### config.mk
export PLATFORM = sky130hd
export DESIGN_NAME = rotator_engine
export DESIGN_NICKNAME = d
export VERILOG_FILES = /design/src/rtl/rotator_engine.sv
export SDC_FILE = /design/constraint.sdc
export NUM_CORES = 1
export LEC_CHECK = 0
export CORE_MARGIN = 5
export CORE_UTILIZATION = 35
export CTS_BUF_LIST = sky130_fd_sc_hd__clkbuf_8
export DETAILED_ROUTE_END_ITERATION = 12
export RECOVER_POWER = 50
export SLEW_MARGIN = 20
export SYNTH_ARGS = -nofsm -noshare
export SYNTH_HDL_FRONTEND = slang
export SYNTH_SLANG_ARGS = --single-unit
### constraint.sdc
create_clock -name clk -period 1.5 [get_ports clk]
set_input_delay 0.225 -clock clk [delete_from_list [all_inputs] [get_ports clk]]
set_output_delay 0.225 -clock clk [all_outputs]
set_load 0.05 [all_outputs]
### src/rtl/rotator_engine.sv
// rotator_engine: WIDTH-bit data register with a multi-step rotate/shift
// command engine. A start command latches mode/shamt/steps, and a three-state
// FSM (IDLE/RUN/DONE) applies one barrel operation per enabled cycle.
// Optional feature macro: ROTENG_PARITY_EN adds a registered parity output
// equal to ^data_out.
// Handshake: load/start are single-cycle strobes accepted only in IDLE with
// enable=1 (load wins over start); busy is high while steps are pending and
// done pulses for one cycle with the final data_out valid alongside it.
`timescale 1ns/1ps
module rotator_engine #(
  parameter int WIDTH   = 8,
  parameter int SHAMT_W = 3,
  parameter int CNT_W   = 8
) (
  input  logic               clk,
  input  logic               rst_n,
  input  logic               enable,
  input  logic               load,
  input  logic [WIDTH-1:0]   data_in,
  input  logic               start,
  input  logic [2:0]         mode,
  input  logic [SHAMT_W-1:0] shamt,
  input  logic [CNT_W-1:0]   steps,
  output logic [WIDTH-1:0]   data_out,
  output logic               busy,
  output logic               done
`ifdef ROTENG_PARITY_EN
  ,
  output logic               parity
`endif
);

  localparam logic [2:0] MODE_ROL = 3'b000;
  localparam logic [2:0] MODE_ROR = 3'b001;
  localparam logic [2:0] MODE_SHL = 3'b010;
  localparam logic [2:0] MODE_SHR = 3'b011;
  localparam logic [2:0] MODE_SAR = 3'b100;
  localparam logic [31:0] WIDTH_U = WIDTH;

  typedef enum logic [1:0] {
    IDLE = 2'd0,
    RUN  = 2'd1,
    DONE = 2'd2
  } state_t;

  state_t               state;
  state_t               state_nx;
  logic [2:0]           mode_q;
  logic [2:0]           mode_nx;
  logic [SHAMT_W-1:0]   shamt_q;
  logic [SHAMT_W-1:0]   shamt_nx;
  logic [CNT_W-1:0]     rem_q;
  logic [CNT_W-1:0]     rem_nx;
  logic [WIDTH-1:0]     data_nx;
  logic [WIDTH-1:0]     step_val;

  // Barrel helpers: rotates use a doubled word so any amount below WIDTH
  // wraps naturally; shift amounts of WIDTH or more saturate to pure fill.
  logic [31:0]              rot_amt;
  logic [2*WIDTH-1:0]       rol_dbl;
  logic [2*WIDTH-1:0]       ror_dbl;
  logic                     shift_ovf;
  logic signed [WIDTH-1:0]  sar_val;

  assign rot_amt   = 32'(shamt_q) % WIDTH_U;
  assign rol_dbl   = {data_out, data_out} << rot_amt;
  assign ror_dbl   = {data_out, data_out} >> rot_amt;
  assign shift_ovf = (32'(shamt_q) >= WIDTH_U);
  assign sar_val   = $signed(data_out) >>> shamt_q;

  // One step of the latched operation applied to the current register value.
  always_comb begin
    step_val = data_out;
    case (mode_q)
      MODE_ROL: step_val = rol_dbl[2*WIDTH-1:WIDTH];
      MODE_ROR: step_val = ror_dbl[WIDTH-1:0];
      MODE_SHL: step_val = shift_ovf ? '0 : (data_out << shamt_q);
      MODE_SHR: step_val = shift_ovf ? '0 : (data_out >> shamt_q);
      MODE_SAR: step_val = shift_ovf ? {WIDTH{data_out[WIDTH-1]}} : sar_val;
      default:  step_val = data_out;
    endcase
  end

  // Next-state, next-data and command latching for the IDLE/RUN/DONE FSM.
  always_comb begin
    state_nx = state;
    data_nx  = data_out;
    rem_nx   = rem_q;
    mode_nx  = mode_q;
    shamt_nx = shamt_q;
    case (state)
      IDLE: begin
        if (enable) begin
          if (load) begin
            data_nx = data_in;
          end else if (start) begin
            mode_nx  = mode;
            shamt_nx = shamt;
            rem_nx   = steps;
            state_nx = (steps == '0) ? DONE : RUN;
          end
        end
      end
      RUN: begin
        if (enable) begin
          data_nx = step_val;
          rem_nx  = rem_q - 1'b1;
          if (rem_q == CNT_W'(1)) state_nx = DONE;
        end
      end
      DONE:    state_nx = IDLE;
      default: state_nx = IDLE;
    endcase
  end

  // State, datapath and status registers; reset abandons any command.
  always_ff @(posedge clk or negedge rst_n) begin
    if (!rst_n) begin
      state    <= IDLE;
      data_out <= '0;
      rem_q    <= '0;
      mode_q   <= '0;
      shamt_q  <= '0;
      busy     <= 1'b0;
      done     <= 1'b0;
    end else begin
      state    <= state_nx;
      data_out <= data_nx;
      rem_q    <= rem_nx;
      mode_q   <= mode_nx;
      shamt_q  <= shamt_nx;
      busy     <= (state_nx == RUN);
      done     <= (state_nx == DONE);
    end
  end

`ifdef ROTENG_PARITY_EN
  // Parity tracks the value being written so it always equals ^data_out.
  always_ff @(posedge clk or negedge rst_n) begin
    if (!rst_n) parity <= 1'b0;
    else        parity <= ^data_nx;
  end
`endif

endmodule

==> qor.csv <==
metric,value,unit
setup_viol,8,
layoutNonFillerInstCount,438,
htreeDepth,1,
syn_inst,271,
synth-seq-cells,26,
power.total,9.46,mW
hold_start,mode[0],
start_kind,register,
hold_slack,0.481,ns
grt_usage,18.0,%
path_common_cell,buf_4,
drive_above_1_share,38.5,%
slowest_delay,0.45,ns
area_delta_synth_final,50.9,%
worst_slew_pin_slew,0.689,ns
ir_drop,967,µV
first_pass_iters,4,
hp-class,in -> reg,
timing.fmax,0.545,GHz
grt_antenna_before_repair,0,
maxSlewViolCount,0,
synth_edf_count,0,
insertion_delay,0.28,ns
dp_hpwl,5810,µm
diodes,0,
yosysMostFrequentCell,nor2_1,
timing.final.ws_setup,-0.336,ns
r2r_end,data_out[1]$_DFFE_PN0P_,
synth_area_leaders,"dfrtp_1, nor2_1, mux4_2",
synth_area_leader_cell,dfrtp_1,
numCtsBuffers,3,
synthArstFlopShare,100,%
port_buffers,36,
die_h,93.2,µm
cts_hold_buf,0,
die_w,93.2,µm
rsz0062_at_grt,yes,
crit_arrival,2.05,ns
finalWirelength,7660,µm
fin_tns_setup,-2.38,ns
outcome,finished with violations,
drv_cap,0,
path_max_fanout,8,
grt_start_max_net_pins,27,
initial_core_util,35.8,%
finish.utilization,54.1,%
worstPathCellList,"buf_12, buf_16, buf_4, mux2i_1, buf_4, o32a_1, a21oi_1, o221a_1",
worst-path-buf-inv,4,
vias,2502,
yosysWarnings,0,
num_rows,30,
slew_headroom,54.1,%
core_area,0.00676,mm²
drt_iter0_markers,284,
viasPerCell,5.71,
cts-root-buf,clkbuf_8,
grt_overflow,0,
layout.nets,388,
synth_top_area_share,26.9,%
yosys-top-cells-count,"nor2_1, dfrtp_1, o21ai_0",
dieArea,0.00868,mm²
p_leak,1.51,nW
p_per_area,2590,mW/mm²
wl_per_cell,17.5,µm
dp.cells,429,
ios,37,
synth.distinct_cells,60,
syn_area,0.00242,mm²
final.setup_skew,0.0126,ns
grt_pass1_wl,12600,µm
whs_endpoint,mode_q[0]$_DFFE_PN0P_,
hold_viol,0,
ant_nets,0,
hold_depth,3,
synth_nets,300,
cts_tree,yes,
synth_ff_type,dfrtp_1,
critPathCaptureType,register,
path_delay_family,compound AO/OA/AOI/OAI gates,
fill_cells,616,
ys_seq_area_share,26.9,%
grt_pass1_vias,2438,
timing.rr.start,shamt_q[0]$_DFFE_PN0P_,
cpMaxStageDelayCell,dfrtp_2,
min_period_over_period,122,%
clock_sinks,26,
cp.required,1.71,ns
place_congestion,0.933,
period_minus_slack,1.84,ns
path_class,reg -> reg,
failed_checks,setup timing,
rrSetupSlack,-0.34,ns
path_clk_slew,0.11,ns
rr_worst_depth,8,
cts_buffer_depth,2,
drc,0,
avgSynthCellArea,8.93,µm²
sequential cells by signal (all words and copies together), names as in the netlist:
name      cells
busy          1
data_out      8
done          1
mode_q        3
rem_q         8
shamt_q       3
state         2
worst min-delay path, stage by stage:
cell	delay, ns
clkdlybuf4s50_1	0.40
nand2_1	0.05
o21ai_0	0.06
routing by layer:
metal	GRT usage [%]	vias up	routed length [µm]	share of wire [%]
met3	1.77	17	389	5.1
li1	-	1188	-	-
met5	0	-	0	0
met2	31.0	102	3870	50
met1	23.7	1195	3210	42
met4	5.98	0	191	2.5
per-stage QoR:
step	area [µm²]	worst slack, ns
final	3650	-0.336
after global routing	3650	-0.440
after CTS	3500	-0.344
after detailed placement	3360	-0.356
after global placement	3360	-0.322
after floorplan	2450	-0.270
what timing repair did:
item | CTS | global route
setup buffers | 1 | 3
cloned | 1 | 0
gates resized for setup | 14 | 36
pin swaps | 0 | 8
setup endpoints to repair | 12 | 24
report_power, final:
part / total, mW / internal, mW / switching [mW]
Combinational: 7.27 / 3.76 / 3.51
Clock: 0.606 / 0.358 / 0.248
Sequential: 1.58 / 1.06 / 0.526
Total: 9.46 / 5.17 / 4.28
layout make-up:
type	count	area [µm²]	area share, %
timing repair buffer	104	1080	29.6
tap	80	100	2.74
multi-input combinational	213	1700	46.4
clock inverter	1	30.0	0.822
sequential	26	664	18.2
clock buffer	3	41.3	1.13
inverter	11	41.3	1.13
worst max-delay path by stage:
stage,to,start,cells after the start
after floorplan,data_out[3]$_DFFE_PN0P_,data_out[1]$_DFFE_PN0P_,6
after global placement,data_out[4]$_DFFE_PN0P_,shamt_q[0]$_DFFE_PN0P_,5
after detailed placement,data_out[6]$_DFFE_PN0P_,shamt_q[1]$_DFFE_PN0P_,7
after CTS,data_out[5]$_DFFE_PN0P_,shamt_q[0]$_DFFE_PN0P_,6
after global routing,data_out[0]$_DFFE_PN0P_,shamt_q[0]$_DFFE_PN0P_,7
final,data_out[1]$_DFFE_PN0P_,shamt_q[0]$_DFFE_PN0P_,8
cell families (layout without fill, tap and decap cells):
group	Yosys count	after routing	share of synthesized area, %
adders and majority gates	2	2	1.03
xor gates and xnor gates	1	1	0.362
muxes	26	26	18.5
and+or+nand+nor	108	108	23.1
buffers and inverters	32	119	7.86
DFF	26	26	26.9
AOI/OAI and AO/OA	76	76	22.3
cell usage in the layout (no fill, tap or decap), types with 3 or more instances in the layout:
cell,instances
buf_4,54
nor2_1,50
clkdlybuf4s50_1,25
o21ai_0,15
dfrtp_1,15
buf_12,15
a21oi_1,12
inv_1,11
mux4_2,11
dfrtp_2,11
nand2_1,8
nand2b_1,7
mux2i_1,7
buf_6,6
nor4_1,5
nor3_1,5
nand3b_1,4
o211ai_1,4
nand3_1,4
o21ai_1,4
a31oi_1,4
o22ai_1,4
nor3_2,4
a21o_1,4
a211oi_1,4
nand2_2,4
mux2_4,3
clkbuf_8,3
Power figures use the tool's default switching activity.
